### src/rtl/emissor_rpn_pkg.sv
// Shared definitions for the RPN token emitter: FSM encoding, token types and sizes.
package emissor_rpn_pkg;

    typedef enum logic [2:0] {
        OCIOSO    = 3'd0,
        EMITE_NUM = 3'd1,
        EMITE_OP  = 3'd2,
        EXECUTA   = 3'd3,
        ERRO      = 3'd4
    } estado_t;

    localparam logic NUMERO   = 1'b0;
    localparam logic OPERACAO = 1'b1;

    localparam int FIFO_PROF = 4;
    localparam int CAP_PILHA = 2;

endpackage

### src/rtl/emissor_rpn_fila_tokens.sv
// Four-entry token FIFO ({tipo,dado}) with level count and synchronous flush.
module fila_tokens
    import emissor_rpn_pkg::*;
(
    input  logic       clk,
    input  logic       rst,
    input  logic       limpar,
    input  logic       escrever,
    input  logic       ler,
    input  logic [8:0] dado_in,
    output logic [8:0] dado_out,
    output logic [2:0] nivel,
    output logic       pronto,
    output logic       vazia
);

    logic [8:0] mem [FIFO_PROF];
    logic [1:0] ptr_esc;
    logic [1:0] ptr_lei;
    logic       aceita;
    logic       retira;

    assign pronto   = (nivel != 3'(FIFO_PROF));
    assign vazia    = (nivel == 3'd0);
    assign aceita   = escrever && pronto;
    assign retira   = ler && !vazia;
    assign dado_out = mem[ptr_lei];

    always_ff @(posedge clk or posedge rst) begin
        if (rst) begin
            ptr_esc <= '0;
            ptr_lei <= '0;
            nivel   <= '0;
        end else if (limpar) begin
            ptr_esc <= '0;
            ptr_lei <= '0;
            nivel   <= '0;
        end else begin
            if (aceita) ptr_esc <= ptr_esc + 2'd1;
            if (retira) ptr_lei <= ptr_lei + 2'd1;
            if (aceita && !retira)
                nivel <= nivel + 3'd1;
            else if (retira && !aceita)
                nivel <= nivel - 3'd1;
        end
    end

    // Storage needs no reset: the level count gates every read.
    always_ff @(posedge clk) begin
        if (aceita && !limpar)
            mem[ptr_esc] <= dado_in;
    end

endmodule

### src/rtl/emissor_rpn.sv
// Turns a stream of RPN tokens into push/select/execute strobes for a 2-deep stack,
// tracking stack depth and flagging overflow/underflow.
//
// state     | meaning
// OCIOSO    | idle; pops the FIFO head when one is present
// EMITE_NUM | entrada_numero strobe, depth grows on exit
// EMITE_OP  | entrada_operacao strobe
// EXECUTA   | executar strobe, depth shrinks on exit
// ERRO      | sticky error; waits for limpar or rst
module emissor_rpn
    import emissor_rpn_pkg::*;
(
    input  logic       clk,
    input  logic       rst,
    input  logic       tok_valido,
    output logic       tok_pronto,
    input  logic       tok_tipo,
    input  logic [7:0] tok_dado,
    input  logic       limpar,
    output logic [7:0] entrada,
    output logic [2:0] operacao,
    output logic       entrada_numero,
    output logic       entrada_operacao,
    output logic       executar,
    output logic [1:0] profundidade,
    output logic [2:0] fifo_nivel,
    output logic       ocupado,
    output logic       erro_estouro,
    output logic       erro_falta
);

    estado_t    estado;
    logic [8:0] cabeca;
    logic       vazia;
    logic       retirar;

    assign retirar = (estado == OCIOSO) && !vazia && !limpar;

    fila_tokens u_fila (
        .clk      (clk),
        .rst      (rst),
        .limpar   (limpar),
        .escrever (tok_valido),
        .ler      (retirar),
        .dado_in  ({tok_tipo, tok_dado}),
        .dado_out (cabeca),
        .nivel    (fifo_nivel),
        .pronto   (tok_pronto),
        .vazia    (vazia)
    );

    // Strobes decode the state register directly, so at most one is ever high.
    assign entrada_numero   = (estado == EMITE_NUM);
    assign entrada_operacao = (estado == EMITE_OP);
    assign executar         = (estado == EXECUTA);
    assign ocupado          = (estado != OCIOSO);

    always_ff @(posedge clk or posedge rst) begin
        if (rst) begin
            estado       <= OCIOSO;
            profundidade <= '0;
            entrada      <= '0;
            operacao     <= '0;
            erro_estouro <= 1'b0;
            erro_falta   <= 1'b0;
        end else if (limpar) begin
            estado       <= OCIOSO;
            profundidade <= '0;
            erro_estouro <= 1'b0;
            erro_falta   <= 1'b0;
        end else begin
            case (estado)
                OCIOSO: begin
                    if (!vazia) begin
                        if (cabeca[8] == NUMERO) begin
                            if (profundidade < 2'(CAP_PILHA)) begin
                                entrada <= cabeca[7:0];
                                estado  <= EMITE_NUM;
                            end else begin
                                erro_estouro <= 1'b1;
                                estado       <= ERRO;
                            end
                        end else begin
                            if (profundidade == 2'(CAP_PILHA)) begin
                                operacao <= cabeca[2:0];
                                estado   <= EMITE_OP;
                            end else begin
                                erro_falta <= 1'b1;
                                estado     <= ERRO;
                            end
                        end
                    end
                end
                EMITE_NUM: begin
                    profundidade <= profundidade + 2'd1;
                    estado       <= OCIOSO;
                end
                EMITE_OP: estado <= EXECUTA;
                EXECUTA: begin
                    profundidade <= profundidade - 2'd1;
                    estado       <= OCIOSO;
                end
                ERRO:    estado <= ERRO;
                default: estado <= OCIOSO;
            endcase
        end
    end

endmodule
### config.mk
export PLATFORM = sky130hd
export DESIGN_NAME = emissor_rpn
export DESIGN_NICKNAME = d
export VERILOG_FILES = /design/src/rtl/emissor_rpn_pkg.sv /design/src/rtl/emissor_rpn_fila_tokens.sv /design/src/rtl/emissor_rpn.sv
export SDC_FILE = /design/constraint.sdc
export NUM_CORES = 1
export LEC_CHECK = 0
export ABC_AREA = 1
export BUFFER_PORTS_ARGS = -buffer_cell sky130_fd_sc_hd__buf_2
export CAP_MARGIN = 30
export CORE_ASPECT_RATIO = 0.8
export CORE_MARGIN = 8
export CORE_UTILIZATION = 43
export DETAILED_ROUTE_END_ITERATION = 6
export GPL_TIMING_DRIVEN = 1
export PLACE_DENSITY_LB_ADDON = 0.15
export SYNTH_ARGS = -nofsm -noshare
export SYNTH_HDL_FRONTEND = slang
export SYNTH_SLANG_ARGS = --single-unit
export TNS_END_PERCENT = 10
### constraint.sdc
create_clock -name clk -period 2.18 [get_ports clk]
set_input_delay 0.218 -clock clk [delete_from_list [all_inputs] [get_ports clk]]
set_output_delay 0.218 -clock clk [all_outputs]
set_load 0.03 [all_outputs]
After elaboration in Yosys (flattened, before gate mapping):

Memories as Yosys holds them, arrays and structs flattened.
Index checks and enable logic that the tools add are counted.
Widths: inputs -> output; s select.

* bitwise gates (word level): 3
* mux-type cells: 27
* reduce and logical (&&, ||, !) cells: 24
* order comparisons: 1
* equal/unequal tests: 11
* add/sub/neg operators: 6

Operators with widths (count)
* $mux 3: 8
* $mux 1: 12
* $mux 2: 5
* $reduce_and 5->1: 2
* $pmux 3 s3: 1
* $reduce_bool 3->1: 3
* $ne 2x2->1 const B: 4
* $reduce_and 4->1: 2
* $reduce_bool 2->1: 4
* $logic_and 1x1->1: 7
* $add 2x1->2 const B: 3
* $eq 3x2->1 const B: 2
* $logic_not 3->1: 2
* $ne 3x3->1 const B: 2
* $logic_not 1->1: 4
* $pmux 2 s2: 1
* $add 3x1->3 const B: 1
* $eq 3x1->1 const B: 1
* $eq 3x3->1 const B: 1
* $not 1->1: 3
* $sub 3x1->3 const B: 1
* $eq 2x2->1 const B: 1
* $lt 2x2->1 const B: 1
* $sub 2x1->2 const B: 1

* bits in writable memories: 36
* output and inout bits: 23
* logic and storage cells: 82
* memories kept: 1
* input port bits: 13
* register bits after elaboration: 25

Memories
* u_fila.mem: depth 4, width 9, rd ports 1, clocked after Yosys merged registers in 0, wr ports 1, RTL line emissor_rpn_fila_tokens.sv:17 `logic [8:0] mem [FIFO_PROF];`

Longest topological paths before layout:

* word-level depth: 9
* mapped depth: 13
* depth with buffers taken out: 13

Hierarchy:

From an unflattened synthesis, not the netlist that was laid out.

* cells, all modules: 264
* area total of the unflattened synthesis: 2741.4 um^2

Modules (own cells, without submodules)
* fila_tokens: seq. area each 1256.2 um^2, area an instance 1844.3 um^2, cells each 156, instances 1
* emissor_rpn: seq. area each 450.4 um^2, area an instance 897.1 um^2, cells each 108, instances 1

Least setup slack after synthesis:

No wires, ideal clock.

* path type: register to register
* from: reg u_fila.nivel[0]
* to: reg u_fila.nivel[2]
* setup time: 118 ps
* path slack: -56 ps
* required time: 2062 ps
* stages on the path, launching flop included: 14
* period minus slack after synthesis: 2236 ps
* path buffers: 0
* data arrival time: 2118 ps
* path through: dfrtp_1 > nor2_2 > nand2_1 > nand2_1 > inv_1 > nand2_1 > inv_1 > fa_1 > xnor2_1 > inv_1 > nand2_1 > nand2_1 > nand2_1 > nand2_1

* elaborated cells between the ends (all ways): 17
* those cells by class: 2 x add/sub; 1 x eq/ne; 3 x mux; 11 x reduce/logical

RTL lines
* start, declared: RTL line emissor_rpn_fila_tokens.sv:12 `output logic [2:0] nivel,`
* start signal, assigned: RTL line emissor_rpn_fila_tokens.sv:42 `nivel <= nivel + 3'd1;`
* start signal, assigned: RTL line emissor_rpn_fila_tokens.sv:44 `nivel <= nivel - 3'd1;`
* $ne 3x3->1 (*): RTL line emissor_rpn_fila_tokens.sv:23 `assign pronto = (nivel != 3'(FIFO_PROF));`
* net tok_pronto: RTL line emissor_rpn.sv:16 `output logic tok_pronto,`
* $logic_and 1x1->1 (*): RTL line emissor_rpn_fila_tokens.sv:25 `assign aceita = escrever && pronto;`
* $logic_and 1x1->1 / $logic_not 1->1 (equally long branches): RTL line emissor_rpn_fila_tokens.sv:41, emissor_rpn_fila_tokens.sv:43
* $mux 3 / $logic_and 1x1->1 (equally long branches): RTL line emissor_rpn_fila_tokens.sv:41, emissor_rpn_fila_tokens.sv:43
* $mux 3 / $reduce_bool 3->1 (equally long branches)

The timed path passes the listed nets; every way through them passes the cells marked *. The select of a mux whose other input is x is not followed.
A chain may end at the register's enable or synchronous reset.

Final worst setup path:

* from: reg u_fila.nivel[0]
* to: reg u_fila.nivel[2]

* longest elaborated chain between the ends: 9
* elaborated cells between the ends (all ways): 17
* those cells by class: 2 x add/sub; 1 x eq/ne; 3 x mux; 11 x reduce/logical

RTL lines
* parallel branches: the longest is 9 deep, another holds $sub 3x1->3

Parallel ways; which one is timed is not known. The select of a mux whose other input is x is not followed.

==> flow_metrics.env <==
export IMPL_place_gp_congestion=0.846
export IMPL_hold_path_class="primary input to flip-flop"
export IMPL_slew_headroom_pct=78.0
export IMPL_powerDensity_nw_per_um2=1320
export IMPL_avgViaCountPerCell=4.75
export IMPL_portBuffers=35
export IMPL_finalWirelength_mm=5.29
export IMPL_synthCells=245
export IMPL_tightest_slew_ns=0.330
export IMPL_die_y_um=86.2
export IMPL_clkTransAtPathRegs_ns=0.06
export IMPL_fin_skew_ns=0.00794
export IMPL_cts_setup_buffers=0
export IMPL_start_util_pct=44.6
export IMPL_fin_ws_ns=0.193
export IMPL_fin_crit_sh_pct=91.1
export IMPL_n_fill_cell=542
export IMPL_synth_xor_xnor_area_share_pct=0.661
export IMPL_synth_fa_ha_area_share_pct=2.65
export IMPL_post_place_ws_ns=0.161
export IMPL_setup_tns_ns=0
export IMPL_min_to="u_fila.mem[3][7]$_DFFE_PP_"
export IMPL_power_switching_w=0.00170
export IMPL_status="complete, no violations"
export IMPL_grt_pass1_wl_mm=8.66
export IMPL_num_vias=1804
export IMPL_synth_top_family_by_area="simple AND/OR/NAND/NOR gates"
export IMPL_worst_r2r_endpoint="u_fila.nivel[2]$_DFFE_PP0P_"
export IMPL_postRouteAntennaNets=0
export IMPL_ys_types=30
export IMPL_final_common_cell="nand2_1"
export IMPL_critPathSlowestCell="dfrtp_1"
export IMPL_min_from="tok_dado[7]"
export IMPL_antenna_found_initial=0
export IMPL_worstSkewPairLatency_ns=0.33
export IMPL_postSynthAreaPerCell_sq_um=10.8
export IMPL_area_growth_pct=18.9
export IMPL_whs_path_depth=1
export IMPL_placed_cells=363
export IMPL_nets=312
export IMPL_numClockSinks=61
export IMPL_cts_tree="done"
export IMPL_drt_iter0_markers=54
export IMPL_cp_common_cell="nand2_1"
export IMPL_muxShareOfSynthArea_pct=0
export IMPL_grtUsageTotal_pct=12.5
export IMPL_p_total_w=0.00417
export IMPL_cts_root_buffer="clkbuf_8"
export IMPL_yosys_area_share_simple_pct=17.6
export IMPL_post_layout_nonfiller_instances=380
export IMPL_p_sw_share_pct=40.8
export IMPL_ys_seq_area_share_pct=64.4
export IMPL_grt_overflow_total=0
export IMPL_wl_per_cell_um=13.9
export IMPL_syn_nets=263
export IMPL_reg2reg_depth=13
export IMPL_arrival_ns=2.21
export IMPL_drive_gt1_share_pct=25.4
export IMPL_r2r_start="u_fila.nivel[0]$_DFFE_PP0P_"
export IMPL_ys_ff_latch=61
export IMPL_grt_max_degree=26
export IMPL_total_leakage_power_nw=1.40
export IMPL_clkPwrFrac_pct=22.3
export IMPL_rsz0062_at_grt="false"
export IMPL_clockBufferDepth=2
export IMPL_dieArea_sq_um=8940
export IMPL_most_common_layout_cells="nand2_1, edfxtp_1, buf_2, nor2_1, dfrtp_1"
export IMPL_ys_warn_count=0
export IMPL_max_stage_delay_ns=0.43
export IMPL_vdd_ir_drop_max_mv=0.500
export IMPL_dieWidth_um=104
export IMPL_cp_start_kind="flip-flop"
export IMPL_crit_chain="nor2_4 -> nand2_2 -> nand2_1 -> inv_1 -> nand2_2 -> inv_1 -> fa_1 -> xnor2_1 -> inv_1 -> nand2_1 -> nand2_1 -> nand2_1 -> nand2_1"
export IMPL_cts_htree_levels=3
export IMPL_diodes=0
export IMPL_seqPwrFrac_pct=37.1
export IMPL_ios=36
export IMPL_setup_violations=0
export IMPL_drc_errors=0
export IMPL_intPower_w=0.00247
export IMPL_hpwlAfterDp_mm=3.73
export IMPL_syn_area_sq_um=2650
export IMPL_multi_input_area_sq_um=820
export IMPL_criticalPathCategory="flip-flop to flip-flop"
export IMPL_combPwrFrac_pct=40.6
export IMPL_hold_violations=0
export IMPL_core_area_sq_um=5940
export IMPL_seq_area_sq_um=1710
export IMPL_slew_viol_final=0
export IMPL_critPathRequiredTime_ns=2.41
export IMPL_cp_max_fo=5
export IMPL_rrSetupSlack_ns=0.19
export IMPL_synth_compound_area_share_pct=9.64
export IMPL_maxCapViolCount=0
export IMPL_grt_pass1_vias=1715
export IMPL_finalCriticalPeriod_ns=1.99
export IMPL_end_kind="flip-flop"
export IMPL_firstDrtPassIters=6
export IMPL_num_rows=25
export IMPL_cts_buffers=9
export IMPL_max_freq_ghz=0.503
metal layers:
metal / GRT usage (%) / up-vias / share of wire, % / wire, um
met1: 16.1 / 829 / 48 / 2520
met2: 17.7 / 50 / 44 / 2330
li1: - / 920 / - / -
met4: 4.72 / 0 / 0.85 / 45
met3: 6.15 / 5 / 7.5 / 395
met5: 0 / - / 0 / 0
power by group through the flow:
stage,Clock (W),Sequential (W),Combinational [W]
4_1_cts,0.000959,0.00154,0.00171
5_1_grt,0.00101,0.00157,0.00188
2_1_floorplan,0,0.00179,0.00104
6_report,0.000931,0.00154,0.00169
3_5_place_dp,0,0.00156,0.00170
3_3_place_gp,0,0.00155,0.00168
state kept, by name (all words and copies together), names as in the netlist:
name and flops:
u_fila.mem 36, entrada 8, estado 3, operacao 3, u_fila.nivel 3, profundidade 2
u_fila.ptr_esc 2, u_fila.ptr_lei 2, erro_estouro 1, erro_falta 1
through the flow:
step | hold WS [ns] | utilization, % | cell area [sq um]
2_1_floorplan | 0.245 | - | 2650
3_3_place_gp | 0.290 | 49.6 | 2950
3_5_place_dp | 0.289 | 49.6 | 2950
4_1_cts | 0.0843 | 52.9 | 3140
5_1_grt | 0.0820 | 53.0 | 3150
6_report | 0.104 | 53.0 | 3150
cell families after synthesis:
| family | count (synthesis) |
|---|---|
| xor+xnor | 2 |
| simple gates | 101 |
| compound gates | 45 |
| fa+ha+maj | 5 |
| flops | 61 |
| buf+inv | 31 |
cell usage after synthesis:
library cell | instances | area [sq um]
a21oi_1 | 7 | 35.0
a31oi_1 | 1 | 6.26
buf_2 | 1 | 5.00
buf_4 | 2 | 15.0
buf_6 | 1 | 11.3
clkbuf_1 | 2 | 7.51
dfrtp_1 | 25 | 626
edfxtp_1 | 36 | 1080
fa_1 | 1 | 20.0
ha_1 | 4 | 50.1
inv_1 | 22 | 82.6
inv_2 | 3 | 11.3
nand2_1 | 46 | 173
nand2_2 | 4 | 25.0
nand2_4 | 1 | 11.3
nand3_1 | 9 | 45.0
nand3_2 | 2 | 20.0
nand3_4 | 1 | 17.5
nor2_1 | 33 | 124
nor2_2 | 1 | 6.26
nor2_4 | 1 | 11.3
nor2_8 | 1 | 20.0
nor3_1 | 1 | 5.00
o21ai_0 | 22 | 110
o21ai_1 | 4 | 20.0
o21ai_2 | 3 | 26.3
o22a_1 | 3 | 26.3
o22ai_1 | 5 | 31.3
or2_4 | 1 | 8.76
xnor2_1 | 2 | 17.5
final cells by class:
type,count,area share [%]
tap,81,3.22
multi-input combinational,153,26.0
clock buffer,11,4.17
inverter,25,2.98
sequential,61,54.2
clock inverter,5,1.63
timing repair buffer,44,7.79
timing repair:
action / in CTS / in global routing
hold buffers: 1 / 0
setup endpoints to repair: 0 / 1
hold endpoints to repair: 25 / 0
gates resized for setup: 0 / 2
worst max path at each step:
| stage | to | startpoint |
|---|---|---|
| finish | u_fila.nivel[2]$_DFFE_PP0P_ | u_fila.nivel[0]$_DFFE_PP0P_ |
| global route | u_fila.nivel[2]$_DFFE_PP0P_ | u_fila.nivel[0]$_DFFE_PP0P_ |
| CTS | u_fila.nivel[2]$_DFFE_PP0P_ | u_fila.nivel[0]$_DFFE_PP0P_ |
| detailed placement | u_fila.nivel[2]$_DFFE_PP0P_ | u_fila.nivel[0]$_DFFE_PP0P_ |
| global placement | u_fila.nivel[2]$_DFFE_PP0P_ | u_fila.nivel[0]$_DFFE_PP0P_ |
| floorplan | u_fila.nivel[2]$_DFFE_PP0P_ | u_fila.nivel[0]$_DFFE_PP0P_ |
worst max-delay path: cells and delay by family (launching register included):
family | cells | cell delay, ns
xor gates and xnor gates | 1 | 0.20
and+or+nand+nor | 8 | 0.65
adders and majority gates | 1 | 0.37
buffers and inverters | 3 | 0.22
DFF | 1 | 0.43
Note: power is estimated with default switching activity, not from simulation.
